===== config.mk =====
export PLATFORM = sky130hd
export DESIGN_NAME = rf_write_queue
export DESIGN_NICKNAME = d
export VERILOG_FILES = /design/src/rtl/rf_write_queue.sv
export SDC_FILE = /design/constraint.sdc
export NUM_CORES = 1
export LEC_CHECK = 0
export CELL_PAD_IN_SITES_DETAIL_PLACEMENT = 1
export CELL_PAD_IN_SITES_GLOBAL_PLACEMENT = 2
export CORE_MARGIN = 3
export CORE_UTILIZATION = 28
export DETAILED_ROUTE_END_ITERATION = 6
export PLACE_DENSITY_LB_ADDON = 0.3
export SKIP_LAST_GASP = 1
export SYNTH_ARGS = -nofsm -noshare
export SYNTH_HDL_FRONTEND = slang
export SYNTH_SLANG_ARGS = --single-unit

===== constraint.sdc =====
create_clock -name clk -period 4.7 [get_ports clk]
set_clock_uncertainty 0.1 [all_clocks]
set_input_delay 1.41 -clock clk [delete_from_list [all_inputs] [get_ports clk]]
set_output_delay 1.41 -clock clk [all_outputs]
set_load 0.005 [all_outputs]

===== src/rtl/rf_write_queue.sv =====
// Register-file write-back queue: buffers pending writes, drains one per cycle to the
// write-enable decoder, and exposes a pending-write mask. Define RF_WRITE_QUEUE_FWD_EN for read forwarding.
module rf_write_queue #(
  parameter int DATA_W = 32,
  parameter int ADDR_W = 5,
  parameter int DEPTH  = 4
) (
  input  logic                       clk,
  input  logic                       rst_n,
  input  logic                       flush,
  input  logic                       in_valid,
  output logic                       in_ready,
  input  logic [ADDR_W-1:0]          in_addr,
  input  logic [DATA_W-1:0]          in_data,
  input  logic                       rf_stall,
  output logic                       rf_we,
  output logic [ADDR_W-1:0]          rf_waddr,
  output logic [DATA_W-1:0]          rf_wdata,
  output logic [(1<<ADDR_W)-1:0]     pend_mask,
  output logic [$clog2(DEPTH):0]     count,
  input  logic [ADDR_W-1:0]          rd_addr,
  output logic                       rd_hit,
  output logic [DATA_W-1:0]          rd_data
);

  localparam int PTR_W = $clog2(DEPTH);
  localparam int CNT_W = PTR_W + 1;

  typedef struct packed {
    logic [ADDR_W-1:0] addr;
    logic [DATA_W-1:0] data;
  } entry_t;

  entry_t             mem_q [DEPTH];
  logic [DEPTH-1:0]   valid_q;
  logic [PTR_W-1:0]   head_q, tail_q;
  logic [CNT_W-1:0]   count_q;
  logic               push, pop;

  assign in_ready = (count_q != CNT_W'(DEPTH)) && !flush;
  // Writes to r0 complete the handshake but are dropped; r0 is hard-wired.
  assign push     = in_valid && in_ready && (in_addr != '0);
  assign rf_we    = (count_q != '0) && !rf_stall && !flush;
  assign pop      = rf_we;
  assign count    = count_q;
  assign rf_waddr = (count_q != '0) ? mem_q[head_q].addr : '0;
  assign rf_wdata = (count_q != '0) ? mem_q[head_q].data : '0;

  // NOTE: payload storage has no reset; valid_q alone decides what is live, so
  // stale payload is never observable and the array maps onto plain flops/RAM.
  always_ff @(posedge clk) begin
    if (push) mem_q[tail_q] <= '{addr: in_addr, data: in_data};
  end

  // NOTE: sequential state uses non-blocking assignments so every register
  // samples pre-edge values regardless of statement order.
  always_ff @(posedge clk or negedge rst_n) begin
    if (!rst_n) begin
      head_q  <= '0;
      tail_q  <= '0;
      count_q <= '0;
      valid_q <= '0;
    end else if (flush) begin
      head_q  <= '0;
      tail_q  <= '0;
      count_q <= '0;
      valid_q <= '0;
    end else begin
      if (push) begin
        valid_q[tail_q] <= 1'b1;
        tail_q          <= tail_q + 1'b1;
      end
      // push and pop never hit the same slot: that needs count 0 or DEPTH,
      // where pop or push respectively is blocked.
      if (pop) begin
        valid_q[head_q] <= 1'b0;
        head_q          <= head_q + 1'b1;
      end
      case ({push, pop})
        2'b10:   count_q <= count_q + 1'b1;
        2'b01:   count_q <= count_q - 1'b1;
        default: count_q <= count_q;
      endcase
    end
  end

  // NOTE: combinational blocks assign a default first so no path leaves a
  // variable unassigned, which would infer a latch.
  always_comb begin
    pend_mask = '0;
    for (int i = 0; i < DEPTH; i++) begin
      if (valid_q[i]) pend_mask[mem_q[i].addr] = 1'b1;
    end
    pend_mask[0] = 1'b0;
  end

`ifdef RF_WRITE_QUEUE_FWD_EN
  logic [PTR_W-1:0] fwd_idx;

  // Scan oldest to youngest so the last match, the youngest entry, wins.
  always_comb begin
    rd_hit  = 1'b0;
    rd_data = '0;
    fwd_idx = '0;
    for (int i = 0; i < DEPTH; i++) begin
      fwd_idx = head_q + PTR_W'(i);
      if (valid_q[fwd_idx] && (mem_q[fwd_idx].addr == rd_addr) && (rd_addr != '0)) begin
        rd_hit  = 1'b1;
        rd_data = mem_q[fwd_idx].data;
      end
    end
  end
`else
  logic unused_rd_addr;

  assign unused_rd_addr = ^rd_addr;
  assign rd_hit         = 1'b0;
  assign rd_data        = '0;
`endif

endmodule


==> impl_metrics.env <==
export IMPL_area_growth_pct=26.26
export IMPL_yosys_area_top_type="edfxtp_1"
export IMPL_whs_ns=0.4513
export IMPL_initial_core_util_pct=28.79
export IMPL_drt_pre_antenna_iters=4
export IMPL_synth_cells=517
export IMPL_clock_fmax_mhz=234.6
export IMPL_setup_violations=0
export IMPL_cts_sinks=159
export IMPL_layout_drive_gt1_share_pct=12.64
export IMPL_leakage_nw=3.063
export IMPL_yosysTopAreaCellShare_pct=58.73
export IMPL_drcViolationCount=0
export IMPL_rsz0062_at_grt="false"
export IMPL_synth_simple_area_share_pct=10.55
export IMPL_place_gp_congestion=0.8322
export IMPL_antenna_found_initial=1
export IMPL_dp_cells=946
export IMPL_cp_data_arrival_time_ns=2.75
export IMPL_crit_fanout=6
export IMPL_clk_pin_slew_ns=0.06
export IMPL_synth_distinct_cells=54
export IMPL_synthTopCellsByArea="edfxtp_1 (59%), mux4_2 (11%), dfrtp_1 (3.6%)"
export IMPL_ys_ff_latch=159
export IMPL_syn_area_um2=7567
export IMPL_ys_warn_count=0
export IMPL_seqCellArea_um2=4722
export IMPL_worst_slew_pin_slew_ns=1.138
export IMPL_grt_pass1_wl_mm=30.37
export IMPL_crit_required_ns=3.19
export IMPL_ir_worst_vdd_uv=329.6
export IMPL_met3_wirelength_mm=1.003
export IMPL_num_nets_final=686
export IMPL_worstSetupEndpointType="output port"
export IMPL_hold_class="reg -> reg"
export IMPL_hold_viol_final=0
export IMPL_drtAntennaViolNets=0
export IMPL_instances_no_fill=977
export IMPL_grt_ovfl_total=0
export IMPL_synthMostInstantiatedCell="edfxtp_1"
export IMPL_multi_input_area_um2=2575
export IMPL_io_pins=154
export IMPL_drv_slew=0
export IMPL_postCtsResizedCells=0
export IMPL_via_per_inst=4.789
export IMPL_async_flop_share_pct=6.918
export IMPL_cts_tree="done"
export IMPL_cp_cell_sequence="clkdlybuf4s50_1 > nor3_1 > clkdlybuf4s50_1"
export IMPL_slowest_delay_ns=0.56
export IMPL_final_setup_tns_ns=0
export IMPL_cts_buffer_depth=2
export IMPL_top_layer="met5"
export IMPL_fp_coreArea_um2=26280
export IMPL_drv_cap=0
export IMPL_synth_compound_area_share_pct=8.201
export IMPL_synthTopCellsByCount="edfxtp_1 (148), nor2b_1 (43), mux4_2 (37)"
export IMPL_grt_start_max_net_pins=43
export IMPL_synthMuxAreaShare_pct=11.64
export IMPL_routed_wl_mm=20.07
export IMPL_grt_use_total_pct=13.99
export IMPL_synthAdderAreaFrac_pct=1.587
export IMPL_synth_top_family_by_area="multiplexers"
export IMPL_dp_hpwl_mm=13.84
export IMPL_root_buffer="clkbuf_16"
export IMPL_routed_wl_met2_mm=10.39
export IMPL_htreeDepth=4
export IMPL_worst_skew_pair_late_latency_ns=0.41
export IMPL_rows=59
export IMPL_slowest_stage="clkdlybuf4s50_1"
export IMPL_die_area_um2=29030
export IMPL_p_per_area_nw_per_um2=465.1
export IMPL_status="finished, final reports clean"
export IMPL_die_h_um=170.4
export IMPL_wl_per_cell_um=20.54
export IMPL_finalCriticalPeriod_ns=4.263
export IMPL_fin_crit_sh_pct=90.70
export IMPL_fill_cells=2752
export IMPL_place_ws_ns=0.4372
export IMPL_worst_setup_path_start_kind="input port"
export IMPL_synth_xor_area_share_pct=0.2315
export IMPL_crit_top_cell="clkdlybuf4s50_1"
export IMPL_setup_slack_ns=0.4372
export IMPL_syn_area_per_cell_um2=14.64
export IMPL_power_w=0.004443
export IMPL_yosysSeqAreaShare_pct=62.37
export IMPL_grt_pass1_vias=5089
export IMPL_die_width_um=170.4
export IMPL_holdBufCountCts=0
export IMPL_cts_setup_buffers=0
export IMPL_cts_made_buffers=17
export IMPL_synth_ff_type="edfxtp_1"
export IMPL_vias=4679
export IMPL_synth_edf_count=148
export IMPL_drtIter0Drc=272
export IMPL_crit_type="in -> out"
export IMPL_relSlewSlack_pct=24.11
export IMPL_io_buffers=114
export IMPL_drt_met1_wl_mm=8.388
metrics by stage:
step / instance area, um^2 / util (%)
finish: 9554 / 36.36
global route: 9552 / 36.35
CTS: 9552 / 36.35
detailed placement: 8967 / 34.12
global placement: 8967 / 34.12
floorplan: 7691 / -
logic make-up (layout without fill, tap and decap cells):
kind of cell,Yosys count,count (layout)
DFF,159,159
and+or+nand+nor,144,144
AOI/OAI and AO/OA,92,92
buffers and inverters,70,161
muxes,40,40
adders and majority gates,9,9
xor gates and xnor gates,2,2
other,1,35
worst paths after layout:
path                            start    endpoint  slack [ns]  cells after the start
max                          rf_stall       rf_we        0.44                      3
max reg2reg                  count[2]    count[2]        1.94                      9
min reg2reg                valid_q[1]  valid_q[1]        0.45                      1
min in group asynchronous       rst_n    count[0]        1.26                      1
max in group asynchronous       rst_n   head_q[0]        2.84                      1
min                        valid_q[1]  valid_q[1]        0.45                      1
registers in the layout, indices dropped and copies added (netlist names):
name / flops
head_q: 2
mem_q: 148
count: 3
valid_q: 4
tail_q: 2
placed cells by master, fill, tap and decap left out, types with 16 or more instances in the layout:
| cell type | synthesis | final |
|---|---|---|
| nand2_1 | 20 | 20 |
| clkdlybuf4s50_1 | 0 | 114 |
| conb_1 | 1 | 34 |
| nor2_1 | 24 | 24 |
| mux4_2 | 37 | 37 |
| nor2b_1 | 43 | 43 |
| o21ai_0 | 22 | 22 |
| a21oi_1 | 23 | 23 |
| a22o_1 | 16 | 16 |
| edfxtp_1 | 148 | 148 |
| clkbuf_16 | 0 | 17 |
area by class of cell:
class | instances | area share (%)
flip-flops and latches | 159 | 49.42
repair buffers | 123 | 12.78
clock buffers | 22 | 4.649
clock inverters | 8 | 1.467
well taps | 335 | 4.387
diodes | 1 | 0.02619
multi-input cells | 321 | 26.95
inverters | 8 | 0.3143
worst max-delay path: cells and delay by family:
family        cells  cell delay (ns)
buf+inv           2             1.06
simple gates      1             0.28
power breakdown:
group	switching [W]	leakage, nW	internal, W
clock network	0.000506	0.288	0.000879
logic	0.000586	1.29	0.000736
registers	0.0000861	1.49	0.00165
total	0.00118	3.06	0.00327
layer usage:
metal  GRT usage (%)  up-vias
li1                -     2149
met1           17.32     2358
met2           24.62      145
met3           3.020       25
met4           4.056        2
met5               0        -
(Power assumes the default switching activity.)
